==> config.mk <==
export PLATFORM = sky130hd
export DESIGN_NAME = dst_drain
export DESIGN_NICKNAME = d
export VERILOG_FILES = /design/src/rtl/dst_drain_pkg.sv /design/src/rtl/dst_drain_fifo.sv /design/src/rtl/dst_drain.sv
export SDC_FILE = /design/constraint.sdc
export NUM_CORES = 1
export LEC_CHECK = 0
export BUFFER_PORTS_ARGS = -buffer_cell sky130_fd_sc_hd__clkbuf_2
export CORE_MARGIN = 4
export CORE_UTILIZATION = 50
export CTS_BUF_LIST = sky130_fd_sc_hd__clkbuf_16
export CTS_CLUSTER_SIZE = 10
export DETAILED_ROUTE_END_ITERATION = 10
export GPL_TIMING_DRIVEN = 0
export HOLD_SLACK_MARGIN = 0.12
export PLACE_DENSITY = 0.73
export SLEW_MARGIN = 10
export SYNTH_ARGS = -nofsm -noshare
export SYNTH_HDL_FRONTEND = slang
export SYNTH_HIERARCHICAL = 1
export SYNTH_SLANG_ARGS = --single-unit
==> constraint.sdc <==
create_clock -name clk -period 6.85 [get_ports clk]
set_input_delay 0.685 -clock clk [delete_from_list [all_inputs] [get_ports clk]]
set_output_delay 0.685 -clock clk [all_outputs]
set_load 0.005 [all_outputs]
==> src/rtl/dst_drain_pkg.sv <==
// Shared types and constants for the destination-buffer drain block.
package dst_drain_pkg;

    localparam int DST_DW = 32;  // one buffer word
    localparam int DST_AW = 13;  // {bank, 1'b0, pair[10:0]}
    localparam int PAIR_W = 11;  // pair index field of the read address
    localparam int CNT_W  = 12;  // pair counters, range 0..2048

    localparam logic [CNT_W-1:0] MAX_PAIRS = 12'd2048;

    typedef enum logic [1:0] {
        IDLE = 2'd0,
        RUN  = 2'd1,
        FIN  = 2'd2
    } state_e;

    // A bank holds 2048 pairs; larger requests drain the whole bank once.
    function automatic logic [CNT_W-1:0] clamp_pairs(input logic [CNT_W-1:0] n);
        return (n > MAX_PAIRS) ? MAX_PAIRS : n;
    endfunction

endpackage

==> src/rtl/dst_drain_fifo.sv <==
// Small synchronous FIFO with a combinational head; holds returned word pairs.
module dst_drain_fifo
    import dst_drain_pkg::*;
#(
    parameter int W     = 64,
    parameter int DEPTH = 2,
    localparam int PTR_W  = (DEPTH > 1) ? $clog2(DEPTH) : 1,
    localparam int FCNT_W = $clog2(DEPTH + 1)
) (
    input  logic              clk,
    input  logic              rst,
    input  logic              push_i,
    input  logic              pop_i,
    input  logic [W-1:0]      wdata_i,
    output logic [W-1:0]      head_o,
    output logic [FCNT_W-1:0] count_o,
    output logic              empty_o
);

    logic [W-1:0]      mem_q [DEPTH];
    logic [PTR_W-1:0]  wr_q, wr_d, rd_q, rd_d;
    logic [FCNT_W-1:0] cnt_q, cnt_d;
    logic              pop_ok;

    function automatic logic [PTR_W-1:0] bump(input logic [PTR_W-1:0] p);
        return (p == PTR_W'(DEPTH - 1)) ? '0 : p + PTR_W'(1);
    endfunction

    assign pop_ok  = pop_i && (cnt_q != '0);
    assign head_o  = mem_q[rd_q];
    assign count_o = cnt_q;
    assign empty_o = (cnt_q == '0);

    // Pointer and occupancy update; a simultaneous push and pop keeps the count.
    always_comb begin
        wr_d  = push_i ? bump(wr_q) : wr_q;
        rd_d  = pop_ok ? bump(rd_q) : rd_q;
        cnt_d = cnt_q;
        case ({push_i, pop_ok})
            2'b10:   cnt_d = cnt_q + FCNT_W'(1);
            2'b01:   cnt_d = cnt_q - FCNT_W'(1);
            default: cnt_d = cnt_q;
        endcase
    end

    // Control state, cleared asynchronously so the output valid drops at once.
    always_ff @(posedge clk or posedge rst) begin
        if (rst) begin
            wr_q  <= '0;
            rd_q  <= '0;
            cnt_q <= '0;
        end else begin
            wr_q  <= wr_d;
            rd_q  <= rd_d;
            cnt_q <= cnt_d;
        end
    end

    // Storage array; contents are only observed behind the occupancy count.
    always_ff @(posedge clk) begin
        if (push_i) mem_q[wr_q] <= wdata_i;
    end

endmodule

==> src/rtl/dst_drain.sv <==
// Drains one bank of the accumulation buffer as a 2-word valid/ready stream.
module dst_drain
    import dst_drain_pkg::*;
#(
    parameter int DW    = DST_DW,
    parameter int AW    = DST_AW,
    parameter int DEPTH = 2
) (
    input  logic              clk,
    input  logic              rst,
    input  logic              start,
    input  logic              bank,
    input  logic [CNT_W-1:0]  npair,
    input  logic              hold,
    output logic              busy,
    output logic              done,
    output logic              dst_v,
    output logic [AW-1:0]     dst_a,
    input  logic [DW-1:0]     dst_d0,
    input  logic [DW-1:0]     dst_d1,
    output logic              m_valid,
    input  logic              m_ready,
    output logic [2*DW-1:0]   m_data,
    output logic              m_last
);

    localparam int FCW = $clog2(DEPTH + 1);
    localparam int CUW = FCW + 1;

    state_e           state_q, state_d;
    logic             bank_q, bank_d;
    logic [CNT_W-1:0] npair_q, npair_d;
    logic [CNT_W-1:0] issued_q, issued_d;
    logic [CNT_W-1:0] acc_q, acc_d;
    logic             inflight_q;

    logic             pop, rd_en, credit_ok;
    logic [FCW-1:0]   fifo_cnt;
    logic             fifo_empty;
    logic [2*DW-1:0]  fifo_head;
    logic [CUW-1:0]   credit_use, credit_lim;
    logic [CNT_W-1:0] npair_clamped;

    assign pop           = m_valid & m_ready;
    assign npair_clamped = clamp_pairs(npair);

    // Every issued read owns a FIFO slot: (count + inflight - pop) < DEPTH.
    assign credit_use = {1'b0, fifo_cnt} + {{FCW{1'b0}}, inflight_q};
    assign credit_lim = CUW'(DEPTH) + {{FCW{1'b0}}, pop};
    assign credit_ok  = credit_use < credit_lim;

    // Next-state, read issue and counter updates.
    always_comb begin
        state_d  = state_q;
        bank_d   = bank_q;
        npair_d  = npair_q;
        issued_d = issued_q;
        acc_d    = acc_q;
        rd_en    = 1'b0;
        case (state_q)
            IDLE: begin
                if (start) begin
                    bank_d   = bank;
                    npair_d  = npair_clamped;
                    issued_d = '0;
                    acc_d    = '0;
                    state_d  = (npair_clamped == '0) ? FIN : RUN;
                end
            end
            RUN: begin
                // hold gates the strobe in the same cycle so no read meets a buffer write
                rd_en = (issued_q < npair_q) && !hold && credit_ok;
                if (rd_en) issued_d = issued_q + CNT_W'(1);
                if (pop) begin
                    acc_d = acc_q + CNT_W'(1);
                    if (acc_q + CNT_W'(1) == npair_q) state_d = FIN;
                end
            end
            FIN:     state_d = IDLE;
            default: state_d = IDLE;
        endcase
    end

    // State and control registers; reset abandons any drain without a done.
    always_ff @(posedge clk or posedge rst) begin
        if (rst) begin
            state_q    <= IDLE;
            bank_q     <= 1'b0;
            npair_q    <= '0;
            issued_q   <= '0;
            acc_q      <= '0;
            inflight_q <= 1'b0;
        end else begin
            state_q    <= state_d;
            bank_q     <= bank_d;
            npair_q    <= npair_d;
            issued_q   <= issued_d;
            acc_q      <= acc_d;
            inflight_q <= rd_en;
        end
    end

    // Returned pair is captured the cycle after its read strobe.
    dst_drain_fifo #(
        .W     (2 * DW),
        .DEPTH (DEPTH)
    ) u_fifo (
        .clk     (clk),
        .rst     (rst),
        .push_i  (inflight_q),
        .pop_i   (pop),
        .wdata_i ({dst_d1, dst_d0}),
        .head_o  (fifo_head),
        .count_o (fifo_cnt),
        .empty_o (fifo_empty)
    );

    assign dst_v   = rd_en;
    assign dst_a   = rd_en ? {bank_q, 1'b0, issued_q[PAIR_W-1:0]} : '0;
    assign m_valid = ~fifo_empty;
    assign m_data  = fifo_empty ? '0 : fifo_head;
    assign m_last  = m_valid && (state_q == RUN) && (acc_q == npair_q - CNT_W'(1));
    assign busy    = (state_q != IDLE);
    assign done    = (state_q == FIN);

endmodule

==> impl_metrics.env <==
export IMPL_htreeDepth=4
export IMPL_yosysUniqueCellTypes=55
export IMPL_pin_count=164
export IMPL_ctsResizeCount=0
export IMPL_grt_pass1_wl_mm=29.2
export IMPL_synth_edf_count=128
export IMPL_die_x_um=137
export IMPL_start_kind="flip-flop"
export IMPL_cts_setup_buffers=0
export IMPL_fin_skew_ps=13.2
export IMPL_cts_buffers=17
export IMPL_fin_crit_ps=3910
export IMPL_viasPerCell=5.38
export IMPL_hold_class="in -> async"
export IMPL_drc=0
export IMPL_regArea_sq_um=4940
export IMPL_drive_gt1_share_pct=34.4
export IMPL_endpoint="dst_a[1]"
export IMPL_cts_sinks=172
export IMPL_cp_data_required_time_ps=6160
export IMPL_r2r_end="state_q[1]"
export IMPL_pre_cts_ws_ps=3470
export IMPL_syn_avg_cell_area_sq_um=13.2
export IMPL_leakagePower_uw=0.00424
export IMPL_wl_per_cell_um=17.3
export IMPL_hold_violations=0
export IMPL_reg2reg_setup_slack_ps=3970
export IMPL_final_common_cell="clkbuf_2"
export IMPL_port_buffers=162
export IMPL_final_cell_mix="clkbuf_2, edfxtp_1, nor2b_1, mux2_4, dfrtp_1"
export IMPL_final_setup_viol_count=0
export IMPL_max_cap_viol_count=0
export IMPL_cts_tree="built"
export IMPL_ir_drop_uv=246
export IMPL_grt_total_usage_pct=20.2
export IMPL_finalSetupTns_ps=0
export IMPL_rr_worst_depth=7
export IMPL_worstSetupPathType="reg -> out"
export IMPL_postLayoutSetupSlackWorst_ps=2940
export IMPL_path_clk_slew_ps=70
export IMPL_num_vias=5607
export IMPL_die_height_um=137
export IMPL_cts_buffer_depth=2
export IMPL_place_gp_congestion=0.913
export IMPL_endpoint_kind="output port"
export IMPL_dp_hpwl_mm=13.0
export IMPL_diodes=0
export IMPL_synthDominantCellAreaShare_pct=46.5
export IMPL_crit_arrival_ps=3230
export IMPL_antenna_found_initial=0
export IMPL_wirelength_mm=18.0
export IMPL_cts_root_buffer="clkbuf_16"
export IMPL_fin_crit_sh_pct=57.1
export IMPL_rsz0062_at_grt="false"
export IMPL_drt_pass1_iterations=5
export IMPL_crit_fanout=11
export IMPL_dp_cells=1010
export IMPL_rows=46
export IMPL_fin_cells=1042
export IMPL_grt_max_degree=58
export IMPL_synth_top_cell_by_area="edfxtp_1"
export IMPL_slew_headroom_pct=48.1
export IMPL_synth_seq_area_share_pct=59.8
export IMPL_async_flop_share_pct=25.6
export IMPL_final_max_slew_viol_count=0
export IMPL_ant_nets=0
export IMPL_timing_rr_start="acc_q[0]"
export IMPL_hold_buffers=0
export IMPL_area_growth_pct=21.3
export IMPL_start_util_pct=51.5
export IMPL_syn_area_sq_um=8260
export IMPL_fp_coreArea_sq_um=16100
export IMPL_dr_first_iter_drc_count=353
export IMPL_grt_overflow=0
export IMPL_synth_area_leaders="edfxtp_1, dfrtp_1, mux2_4"
export IMPL_syn_num_nets=727
export IMPL_fmax_ghz=0.256
export IMPL_tightestPinTransition_ps=777
export IMPL_status="finished clean"
export IMPL_fin_nets=912
export IMPL_crit_start="npair_q[6]"
export IMPL_grt_pass1_vias=5733
export IMPL_synth_top_flop_cell="edfxtp_1"
export IMPL_multi_input_area_sq_um=3080
export IMPL_p_per_area_nw_per_um2=386
export IMPL_ys_ff_latch=172
export IMPL_fillCellCount=1210
export IMPL_ys_warnings_count=6
export IMPL_dieArea_sq_um=18600
export IMPL_whs_ps=155
export IMPL_worstSkewPairLatency_ps=440
export IMPL_synthCells=628
[where the power goes]
group          leakage, uW  total (uW)  switching (uW)  internal, uW
combinational      0.00227        1450             723           723
clock             0.000284         934             449           485
sequential         0.00169        1490             104          1380
[registers in the layout, summed over array words and instances (netlist names)]
register / count
bank_q: 1
u_fifo/wr_q: 1
u_fifo/mem_q: 128
issued_q: 12
npair_q: 12
u_fifo/rd_q: 1
u_fifo/count_o: 2
state_q: 2
acc_q: 12
inflight_q: 1
[cell families (layout without fill, tap and decap cells)]
| kind of cell | count (synthesis) | count (layout) | share of synthesized area (%) |
|---|---|---|---|
| DFF | 172 | 172 | 59.8 |
| muxes | 68 | 68 | 11.5 |
| AOI/OAI and AO/OA | 76 | 76 | 5.77 |
| adders and majority gates | 17 | 17 | 2.57 |
| other | 1 | 1 | 0.0454 |
| buffers and inverters | 52 | 250 | 3.06 |
| xor gates and xnor gates | 31 | 31 | 3.29 |
| and+or+nand+nor | 211 | 211 | 14.0 |
[stage by stage]
stage / util (%) / area (sq um) / power, uW
after floorplan: - / 8260 / 2420
after global placement: 58.2 / 9350 / 2910
after detailed placement: 58.9 / 9450 / 2970
after CTS: 62.4 / 10000 / 3910
after global routing: 62.4 / 10000 / 4110
final: 62.4 / 10000 / 3870
[layout make-up]
cell class / instances / share of cell area, %
Buffer: 25 / 1.51
Clock buffer: 17 / 4.24
Clock inverter: 15 / 1.50
Inverter: 27 / 1.01
Multi-Input combinational cell: 404 / 30.7
Sequential cell: 172 / 49.3
Tap cell: 216 / 2.70
Timing Repair Buffer: 166 / 9.04
[critical path: stages, from the launching register on]
cell      delay [ps]
dfrtp_1          460
inv_1            170
ha_1             340
nand2_1           60
o21a_1           180
a21oi_1          320
a21o_1           170
clkbuf_1         340
inv_2            160
clkbuf_1         260
and2_1           230
clkbuf_2         110
[layer usage]
metal,vias up,part of all wire (%),track usage [%],routed length (um)
li1,2644,-,-,-
met1,2714,40,24.4,7210
met2,223,49,33.6,8800
met3,26,9.8,8.16,1760
met4,0,1.5,5.60,278
met5,-,0,0,0
[worst min-delay path by stage]
| stage | startpoint | end | slack (ps) | cells after the start |
|---|---|---|---|---|
| 2_1_floorplan | bank_q | bank_q | 440 | 2 |
| 3_3_place_gp | bank_q | bank_q | 470 | 2 |
| 3_5_place_dp | bank_q | bank_q | 460 | 2 |
| 4_1_cts | rst | u_fifo/rd_q | 150 | 2 |
| 5_1_grt | rst | u_fifo/count_o[1] | 170 | 2 |
| 6_report | rst | u_fifo/rd_q | 160 | 2 |
[Yosys cell counts (11+ instances only)]
cell type and instances:
nor2b_1 68, edfxtp_1 128, inv_1 25, clkbuf_1 14, xnor2_1 18, xor2_1 13, ha_1 17, mux2_4 50
nand2_1 36, mux2_2 14, dfrtp_1 44, nand3_1 16, nor2_1 32, a21oi_1 11, o21ai_0 34, and2_1 13
Power figures use the tool's default switching activity.
